[config.mk]
export PLATFORM = sky130hd
export DESIGN_NAME = sdram_mport_ctrl
export DESIGN_NICKNAME = d
export VERILOG_FILES = /design/src/rtl/sdram_mport_ctrl.sv
export SDC_FILE = /design/constraint.sdc
export NUM_CORES = 1
export LEC_CHECK = 0
export BUFFER_PORTS_ARGS = -buffer_cell sky130_fd_sc_hd__buf_2
export CAP_MARGIN = 5
export CORE_AREA = 2 2 171 173
export CTS_CLUSTER_DIAMETER = 100
export DETAILED_ROUTE_END_ITERATION = 7
export DIE_AREA = 0 0 173 175
export PLACE_DENSITY = 0.64
export RECOVER_POWER = 100
export SYNTH_ARGS = -nofsm -noshare
export SYNTH_HDL_FRONTEND = slang
export SYNTH_SLANG_ARGS = --single-unit
[constraint.sdc]
create_clock -name clk_ref -period 16.93 [get_ports clk_ref]
set_input_delay 2.5395 -clock clk_ref [delete_from_list [all_inputs] [get_ports clk_ref]]
set_output_delay 2.5395 -clock clk_ref [all_outputs]
set_load 0.01 [all_outputs]
[src/rtl/sdram_mport_ctrl.sv]
// rtl/sdram_mport_ctrl.sv - multi-channel SDRAM write/read port arbiter with burst address generation
// Define SDRAM_MPORT_BUFROT_EN for NBUF-buffer frame rotation; otherwise every channel wraps linearly in buffer 0.
module sdram_mport_ctrl #(
  parameter int CH        = 2,
  parameter int ADDR_W    = 24,
  parameter int LEN_W     = 10,
  parameter int BUF_SHIFT = 20,
  parameter int NBUF      = 3,
  localparam int CH_W     = (CH > 1) ? $clog2(CH) : 1
) (
  input  logic                    clk_ref,
  input  logic                    rst,
  input  logic                    sdram_init_done,
  input  logic [CH*BUF_SHIFT-1:0] wr_min_addr,
  input  logic [CH*BUF_SHIFT-1:0] wr_max_addr,
  input  logic [CH*BUF_SHIFT-1:0] rd_min_addr,
  input  logic [CH*BUF_SHIFT-1:0] rd_max_addr,
  input  logic [LEN_W-1:0]        wr_length,
  input  logic [LEN_W-1:0]        rd_length,
  input  logic [CH-1:0]           wr_load,
  input  logic [CH-1:0]           rd_load,
  input  logic [CH-1:0]           rd_valid,
  input  logic [CH*LEN_W-1:0]     wrf_use,
  input  logic [CH*LEN_W-1:0]     rdf_use,
  output logic [CH-1:0]           wrf_clr,
  output logic [CH-1:0]           rdf_clr,
  output logic                    sdram_wr_req,
  output logic                    sdram_rd_req,
  input  logic                    sdram_wr_ack,
  input  logic                    sdram_rd_ack,
  output logic [ADDR_W-1:0]       sdram_wr_addr,
  output logic [ADDR_W-1:0]       sdram_rd_addr,
  output logic [CH_W-1:0]         sdram_ch
);

  localparam int BI_W = (NBUF > 2) ? 2 : 1;
  localparam int OW   = BUF_SHIFT + 1;

  typedef enum logic [1:0] {S_IDLE, S_REQ, S_BURST} state_t;

  state_t               state_q, state_d;
  logic                 dir_q, dir_d;
  logic [CH_W-1:0]      ch_q, ch_d, wr_rr_q, wr_rr_d, rd_rr_q, rd_rr_d;
  logic                 wr_req_q, wr_req_d, rd_req_q, rd_req_d;
  logic                 ack_r_q, ack_r_d, kill_q, kill_d;
  logic [ADDR_W-1:0]    wr_addr_q, wr_addr_d, rd_addr_q, rd_addr_d;
  logic [BUF_SHIFT-1:0] wr_off_q [CH];
  logic [BUF_SHIFT-1:0] wr_off_d [CH];
  logic [BUF_SHIFT-1:0] rd_off_q [CH];
  logic [BUF_SHIFT-1:0] rd_off_d [CH];
  logic [CH-1:0]        wr_load_r_q, wr_load_r_d, rd_load_r_q, rd_load_r_d;
  logic [CH-1:0]        wr_edge_q, wr_edge_d, rd_edge_q, rd_edge_d;
  logic [CH-1:0]        wrf_clr_q, wrf_clr_d, rdf_clr_q, rdf_clr_d;
  logic [BI_W-1:0]      wr_bidx [CH];
  logic [BI_W-1:0]      rd_bidx [CH];
`ifdef SDRAM_MPORT_BUFROT_EN
  logic [BI_W-1:0]      wr_buf_q [CH];
  logic [BI_W-1:0]      wr_buf_d [CH];
  logic [BI_W-1:0]      rd_buf_q [CH];
  logic [BI_W-1:0]      rd_buf_d [CH];
  logic [BI_W-1:0]      last_done_q [CH];
  logic [BI_W-1:0]      last_done_d [CH];
  logic [CH-1:0]        done_valid_q, done_valid_d;
`endif
  logic                 ack;
  logic [OW-1:0]        nxt;
  logic                 found;
  int                   sel;

  function automatic logic [BUF_SHIFT-1:0] fld(input logic [CH*BUF_SHIFT-1:0] v, input int i);
    return v[i*BUF_SHIFT +: BUF_SHIFT];
  endfunction

  function automatic logic [LEN_W-1:0] lvl(input logic [CH*LEN_W-1:0] v, input int i);
    return v[i*LEN_W +: LEN_W];
  endfunction

  function automatic logic [ADDR_W-1:0] mk_addr(input logic [BI_W-1:0] b, input logic [BUF_SHIFT-1:0] o);
    return (ADDR_W'(b) << BUF_SHIFT) | ADDR_W'(o);
  endfunction

`ifdef SDRAM_MPORT_BUFROT_EN
  // Writer never lands on the buffer the reader is showing, except in ping-pong mode.
  function automatic logic [BI_W-1:0] next_wbuf(input logic [BI_W-1:0] w, input logic [BI_W-1:0] r);
    logic [BI_W-1:0] n;
    n = (w == BI_W'(NBUF-1)) ? '0 : w + 1'b1;
    if (NBUF >= 3 && n == r) n = (n == BI_W'(NBUF-1)) ? '0 : n + 1'b1;
    return n;
  endfunction
`endif

  assign ack = dir_q ? sdram_wr_ack : sdram_rd_ack;

  always_comb begin
    for (int i = 0; i < CH; i++) begin
`ifdef SDRAM_MPORT_BUFROT_EN
      wr_bidx[i] = wr_buf_q[i];
      rd_bidx[i] = rd_buf_q[i];
`else
      wr_bidx[i] = '0;
      rd_bidx[i] = '0;
`endif
    end
  end

  always_comb begin
    state_d = state_q;  dir_d = dir_q;  ch_d = ch_q;
    wr_rr_d = wr_rr_q;  rd_rr_d = rd_rr_q;
    wr_req_d = wr_req_q;  rd_req_d = rd_req_q;
    wr_addr_d = wr_addr_q;  rd_addr_d = rd_addr_q;
    kill_d = kill_q;  ack_r_d = ack;
    wr_off_d = wr_off_q;  rd_off_d = rd_off_q;
`ifdef SDRAM_MPORT_BUFROT_EN
    wr_buf_d = wr_buf_q;  rd_buf_d = rd_buf_q;
    last_done_d = last_done_q;  done_valid_d = done_valid_q;
`endif
    wr_load_r_d = wr_load;  rd_load_r_d = rd_load;
    wr_edge_d = wr_load & ~wr_load_r_q;
    rd_edge_d = rd_load & ~rd_load_r_q;
    wrf_clr_d = wr_edge_q;  rdf_clr_d = rd_edge_q;
    nxt = '0;  found = 1'b0;  sel = 0;

    case (state_q)
      S_IDLE: if (sdram_init_done) begin
        for (int k = 1; k <= CH; k++) begin
          sel = (int'(wr_rr_q) + k) % CH;
          if (!found && lvl(wrf_use, sel) >= wr_length) begin
            found = 1'b1;  dir_d = 1'b1;  ch_d = CH_W'(sel);  wr_rr_d = CH_W'(sel);
            kill_d = wr_edge_q[sel];  wr_req_d = 1'b1;  state_d = S_REQ;
            wr_addr_d = mk_addr(wr_bidx[sel], wr_off_q[sel]);
          end
        end
        for (int k = 1; k <= CH; k++) begin
          sel = (int'(rd_rr_q) + k) % CH;
          if (!found && rd_valid[sel] && lvl(rdf_use, sel) < rd_length) begin
            found = 1'b1;  dir_d = 1'b0;  ch_d = CH_W'(sel);  rd_rr_d = CH_W'(sel);
            kill_d = rd_edge_q[sel];  rd_req_d = 1'b1;  state_d = S_REQ;
            rd_addr_d = mk_addr(rd_bidx[sel], rd_off_q[sel]);
          end
        end
      end
      S_REQ: if (ack) begin
        wr_req_d = 1'b0;  rd_req_d = 1'b0;  state_d = S_BURST;
      end
      S_BURST: if (ack_r_q && !ack) begin
        state_d = S_IDLE;
        if (!kill_q && dir_q) begin
          nxt = {1'b0, wr_off_q[ch_q]} + OW'(wr_length);
          if (nxt < {1'b0, fld(wr_max_addr, int'(ch_q))}) wr_off_d[ch_q] = nxt[BUF_SHIFT-1:0];
          else begin
            wr_off_d[ch_q] = fld(wr_min_addr, int'(ch_q));
`ifdef SDRAM_MPORT_BUFROT_EN
            last_done_d[ch_q] = wr_buf_q[ch_q];
            done_valid_d[ch_q] = 1'b1;
            wr_buf_d[ch_q] = next_wbuf(wr_buf_q[ch_q], rd_buf_q[ch_q]);
`endif
          end
        end else if (!kill_q) begin
          nxt = {1'b0, rd_off_q[ch_q]} + OW'(rd_length);
          if (nxt < {1'b0, fld(rd_max_addr, int'(ch_q))}) rd_off_d[ch_q] = nxt[BUF_SHIFT-1:0];
          else begin
            rd_off_d[ch_q] = fld(rd_min_addr, int'(ch_q));
`ifdef SDRAM_MPORT_BUFROT_EN
            if (done_valid_q[ch_q]) rd_buf_d[ch_q] = last_done_q[ch_q];
`endif
          end
        end
      end
      default: state_d = S_IDLE;
    endcase

    // A load landing on the channel in flight voids that burst's offset advance.
    if (state_q != S_IDLE && (dir_q ? wr_edge_q[ch_q] : rd_edge_q[ch_q])) kill_d = 1'b1;

    for (int i = 0; i < CH; i++) begin
      if (wr_edge_q[i]) begin
        wr_off_d[i] = fld(wr_min_addr, i);
`ifdef SDRAM_MPORT_BUFROT_EN
        wr_buf_d[i] = '0;
        done_valid_d[i] = 1'b0;
`endif
      end
      if (rd_edge_q[i]) begin
        rd_off_d[i] = fld(rd_min_addr, i);
`ifdef SDRAM_MPORT_BUFROT_EN
        rd_buf_d[i] = '0;
`endif
      end
    end
  end

  always_ff @(posedge clk_ref) begin
    if (rst) begin
      state_q <= S_IDLE;  dir_q <= 1'b0;  ch_q <= '0;
      wr_rr_q <= CH_W'(CH-1);  rd_rr_q <= CH_W'(CH-1);
      wr_req_q <= 1'b0;  rd_req_q <= 1'b0;
      wr_addr_q <= '0;  rd_addr_q <= '0;
      kill_q <= 1'b0;  ack_r_q <= 1'b0;
      wr_load_r_q <= '0;  rd_load_r_q <= '0;
      wr_edge_q <= '0;  rd_edge_q <= '0;
      wrf_clr_q <= '0;  rdf_clr_q <= '0;
      for (int i = 0; i < CH; i++) begin
        wr_off_q[i] <= '0;
        rd_off_q[i] <= '0;
`ifdef SDRAM_MPORT_BUFROT_EN
        wr_buf_q[i] <= '0;
        rd_buf_q[i] <= '0;
        last_done_q[i] <= '0;
`endif
      end
`ifdef SDRAM_MPORT_BUFROT_EN
      done_valid_q <= '0;
`endif
    end else begin
      state_q <= state_d;  dir_q <= dir_d;  ch_q <= ch_d;
      wr_rr_q <= wr_rr_d;  rd_rr_q <= rd_rr_d;
      wr_req_q <= wr_req_d;  rd_req_q <= rd_req_d;
      wr_addr_q <= wr_addr_d;  rd_addr_q <= rd_addr_d;
      kill_q <= kill_d;  ack_r_q <= ack_r_d;
      wr_load_r_q <= wr_load_r_d;  rd_load_r_q <= rd_load_r_d;
      wr_edge_q <= wr_edge_d;  rd_edge_q <= rd_edge_d;
      wrf_clr_q <= wrf_clr_d;  rdf_clr_q <= rdf_clr_d;
      wr_off_q <= wr_off_d;  rd_off_q <= rd_off_d;
`ifdef SDRAM_MPORT_BUFROT_EN
      wr_buf_q <= wr_buf_d;  rd_buf_q <= rd_buf_d;
      last_done_q <= last_done_d;  done_valid_q <= done_valid_d;
`endif
    end
  end

  assign sdram_wr_req  = wr_req_q;
  assign sdram_rd_req  = rd_req_q;
  assign sdram_wr_addr = wr_addr_q;
  assign sdram_rd_addr = rd_addr_q;
  assign sdram_ch      = ch_q;
  assign wrf_clr       = wrf_clr_q;
  assign rdf_clr       = rdf_clr_q;

endmodule
==> metrics.md <==
| Metric | Value |
|---|---|
| Worst-path clk slew | `60 ps` |
| Critical path capture point | `wr_off_q[18]$_SDFFE_PP0P_` |
| Clock Tree Buf Depth | `2` |
| Post-cts resize count | `0` |
| Distinct cells, synth | `72` |
| # diodes | `0` |
| Clock root buffer | `clkbuf_16` |
| Post-route ant nets | `0` |
| Count leader, synth | `dfxtp_1` |
| Crit Path Max Fanout | `57` |
| Clk_lat worst skew | `420 ps` |
| Global-route wire length before repair | `58.6 mm` |
| RSZ-0062 raised after global routing | `false` |
| WL final | `37.5 mm` |
| Final period util | `68.6%` |
| Post-synth top area share | `25.4%` |
| Final Hold Fails | `0` |
| Area contributors post-synth | `dfxtp_1 (25%), mux2i_1 (12%), ha_1 (11%)` |
| Vias in the first global route | `10700` |
| Buffers on Ports | `277` |
| Worst clock skew | `15.0 ps` |
| Synth top cells by count | `dfxtp_1 (142), mux2i_1 (135), nor2_1 (105)` |
| Failing checks | `capacitance limit, slew limit` |
| Antenna violations before repair | `1` |
| HP Class | `reg2reg` |
| Crit Path Class | `reg2reg` |
| GRT overflow | `0` |
| Total Power | `1.24 mW` |
| Synth Instances | `1294` |
| FF+latch count, synth | `142` |
| Total GRT Usage | `24.1%` |
| Largest net degree at the start of global routing | `58` |
| Worst r2r src | `sdram_ch$_SDFFE_PP0P_` |
| Num rows | `62` |
| Final instance count without filler cells | `1911` |
| R2r setup slk | `5320 ps` |
| Synth Flop Type | `dfxtp_1` |
| CTS tree | `yes` |
| Mapped Avg Cell Area | `8.66 um^2` |
| Slew HR | `-136%` |
| Level count of the clock H-tree | `4` |
| Leak | `5.73 nW` |
| Required time worst endpoint | `17230 ps` |
| DR WL/cell | `19.6 um` |
| CTS sink count | `142` |
| Min cycle time layout | `11610 ps` |
| Post-CTS setup buffers | `0` |
| Worst Setup SP | `sdram_ch$_SDFFE_PP0P_` |
| Post-layout nets | `1843` |
| Die height | `175 um` |
| FFs w/ async S/R, synth | `0%` |
| Post-route DRC violation count | `0` |
| Inst Count DP | `1879` |
| Seq/Total Area, Yosys | `25.4%` |
| Final Wtd Congestion | `0.857` |
| Initial Utilization | `39.5%` |
| Ports | `286` |
| Number of fill cells | `2852` |
| MaxCap Viol Count | `8` |
| Via density per instance | `5.78` |
| Setup tns final | `0 ps` |
| Hold Buf Count CTS | `0` |
| Synth warn | `0` |
| PwrDens | `94.1 nW/um^2` |
| Core Box Area | `28400 um^2` |
| Post-place setup slack | `9030 ps` |
| Post-layout worst setup margin | `5320 ps` |
| Worst-Margin Slew | `3530 ps` |
| Post-detail-place hpwl | `27.3 mm` |
| Final setup fails | `0` |
| Total CTS buffers | `17` |
| Share of layout cells above drive strength 1 | `24.0%` |
| Die Area | `30300 um^2` |
| Status | `finished with violations` |
| DIE WIDTH | `173 um` |
| Iter 0 DRT Violations | `746` |
| Endpoint class of the critical path | `flop` |
| Cell area after synthesis | `11200 um^2` |
| CP startpoint kind | `flop` |
| EDFF count, synth | `0` |
| Reg2reg end | `wr_off_q[18]$_SDFFE_PP0P_` |
| Peak supply drop | `73.5 uV` |
| Via count | `11100` |
| P&R area growth vs syn | `17.9%` |
| FMAX | `0.0862 GHz` |
| Worst Path Arrival | `11910 ps` |
| Reg2reg path depth | `19` |
| Most area-hungry cell type in the Yosys netlist | `dfxtp_1` |
| Pre-antenna DRT Iters | `6` |
| Slew Viols, Final | `325` |
==> sequential cells by signal, indices dropped and copies added, names as in the netlist, 2 cells and up <==
name and cells:
rdf_clr 2, wrf_clr 2, rd_off_q 40, rd_load_r_q 2, wr_edge_q 2, wr_load_r_q 2, sdram_rd_addr 20, wr_off_q 40
sdram_wr_addr 20, state_q 2, rd_edge_q 2
==> cell usage in the layout (no fill, tap or decap), types with 6 or more instances in the layout <==
master / n
a211oi_1: 35
nand3_1: 19
nand2b_1: 6
mux2_2: 61
xor2_1: 15
clkbuf_16: 17
and3_1: 16
o221a_1: 12
inv_1: 53
conb_1: 8
ha_1: 96
nor2b_1: 24
or2_2: 6
nand4_1: 11
nand3b_1: 8
a22oi_1: 42
mux2i_1: 135
nand2_1: 50
o221a_2: 18
o21ai_0: 46
buf_4: 7
clkbuf_1: 54
o21a_1: 12
xnor2_1: 21
a31oi_1: 8
dfxtp_1: 142
buf_2: 230
nor3_1: 23
a21o_1: 14
a21oi_1: 83
o22ai_1: 51
nor2_1: 104
==> logic make-up after synthesis <==
| group | synth area share (%) |
|---|---|
| XOR/XNOR | 2.81 |
| AND/OR/NAND/NOR | 13.2 |
| adder cells (fa/ha/maj) | 11.1 |
| AO/OA/AOI/OAI | 23.5 |
| buffers and inverters | 5.57 |
| other | 0.0335 |
| flip-flops | 25.4 |
| multiplexers | 18.4 |
==> report_power, final <==
| group | switching (mW) | internal, mW |
|---|---|---|
| Sequential | 0.0376 | 0.367 |
| Clock | 0.162 | 0.223 |
| Combinational | 0.252 | 0.202 |
==> routing by layer <==
layer / track usage [%] / wire length (um)
met5: 0 / 13
met4: 6.67 / 769
met1: 31.2 / 16300
met2: 41.1 / 17700
met3: 4.29 / 2750
==> through the flow <==
stage	cell area, um^2	hold slack (ps)	util, %
after floorplan	11200	367	-
after global placement	12800	376	45.0
after detailed placement	12800	376	45.0
after CTS	13400	386	47.1
after global routing	13200	394	46.5
final	13200	381	46.5
==> how the worst min path moves through the flow <==
| stage | start | to | slack (ps) | depth (start not counted) |
|---|---|---|---|---|
| 6_report | wr_load_r_q[1]$_SDFF_PP0_ | wr_edge_q[1]$_SDFF_PP0_ | 380 | 1 |
| 5_1_grt | wr_load_r_q[0]$_SDFF_PP0_ | wr_edge_q[0]$_SDFF_PP0_ | 390 | 1 |
| 4_1_cts | wr_load_r_q[1]$_SDFF_PP0_ | wr_edge_q[1]$_SDFF_PP0_ | 390 | 1 |
| 3_5_place_dp | wr_load_r_q[1]$_SDFF_PP0_ | wr_edge_q[1]$_SDFF_PP0_ | 380 | 1 |
| 3_3_place_gp | wr_load_r_q[0]$_SDFF_PP0_ | wr_edge_q[0]$_SDFF_PP0_ | 380 | 1 |
| 2_1_floorplan | rd_load_r_q[0]$_SDFF_PP0_ | rd_edge_q[0]$_SDFF_PP0_ | 370 | 1 |
==> critical path, cell delays in order, from the launching register on <==
cell and delay [ps]:
dfxtp_1 2030, clkbuf_1 2590, mux2_2 510, ha_1 230, fa_1 420, a21o_1 200, a2111oi_0 830, a21oi_2 170
a221o_1 490, nor2b_1 190, xnor2_1 260, ha_1 290, nand4_1 130, nor2_1 80, o21a_1 110, a31oi_1 140
nand3_1 140, nor3_1 1490, nand2_1 710, o221a_1 460
==> final cells by class <==
class / instances / area [um^2] / share of cell area (%)
Multi-Input combinational cell: 1011 / 7710 / 58.4
Sequential cell: 142 / 2840 / 21.5
Timing Repair Buffer: 289 / 1400 / 10.6
Tap cell: 384 / 480 / 3.64
Clock buffer: 20 / 447 / 3.38
Inverter: 53 / 199 / 1.51
Clock inverter: 12 / 135 / 1.02
No activity file was read; power rests on OpenSTA's default activity.
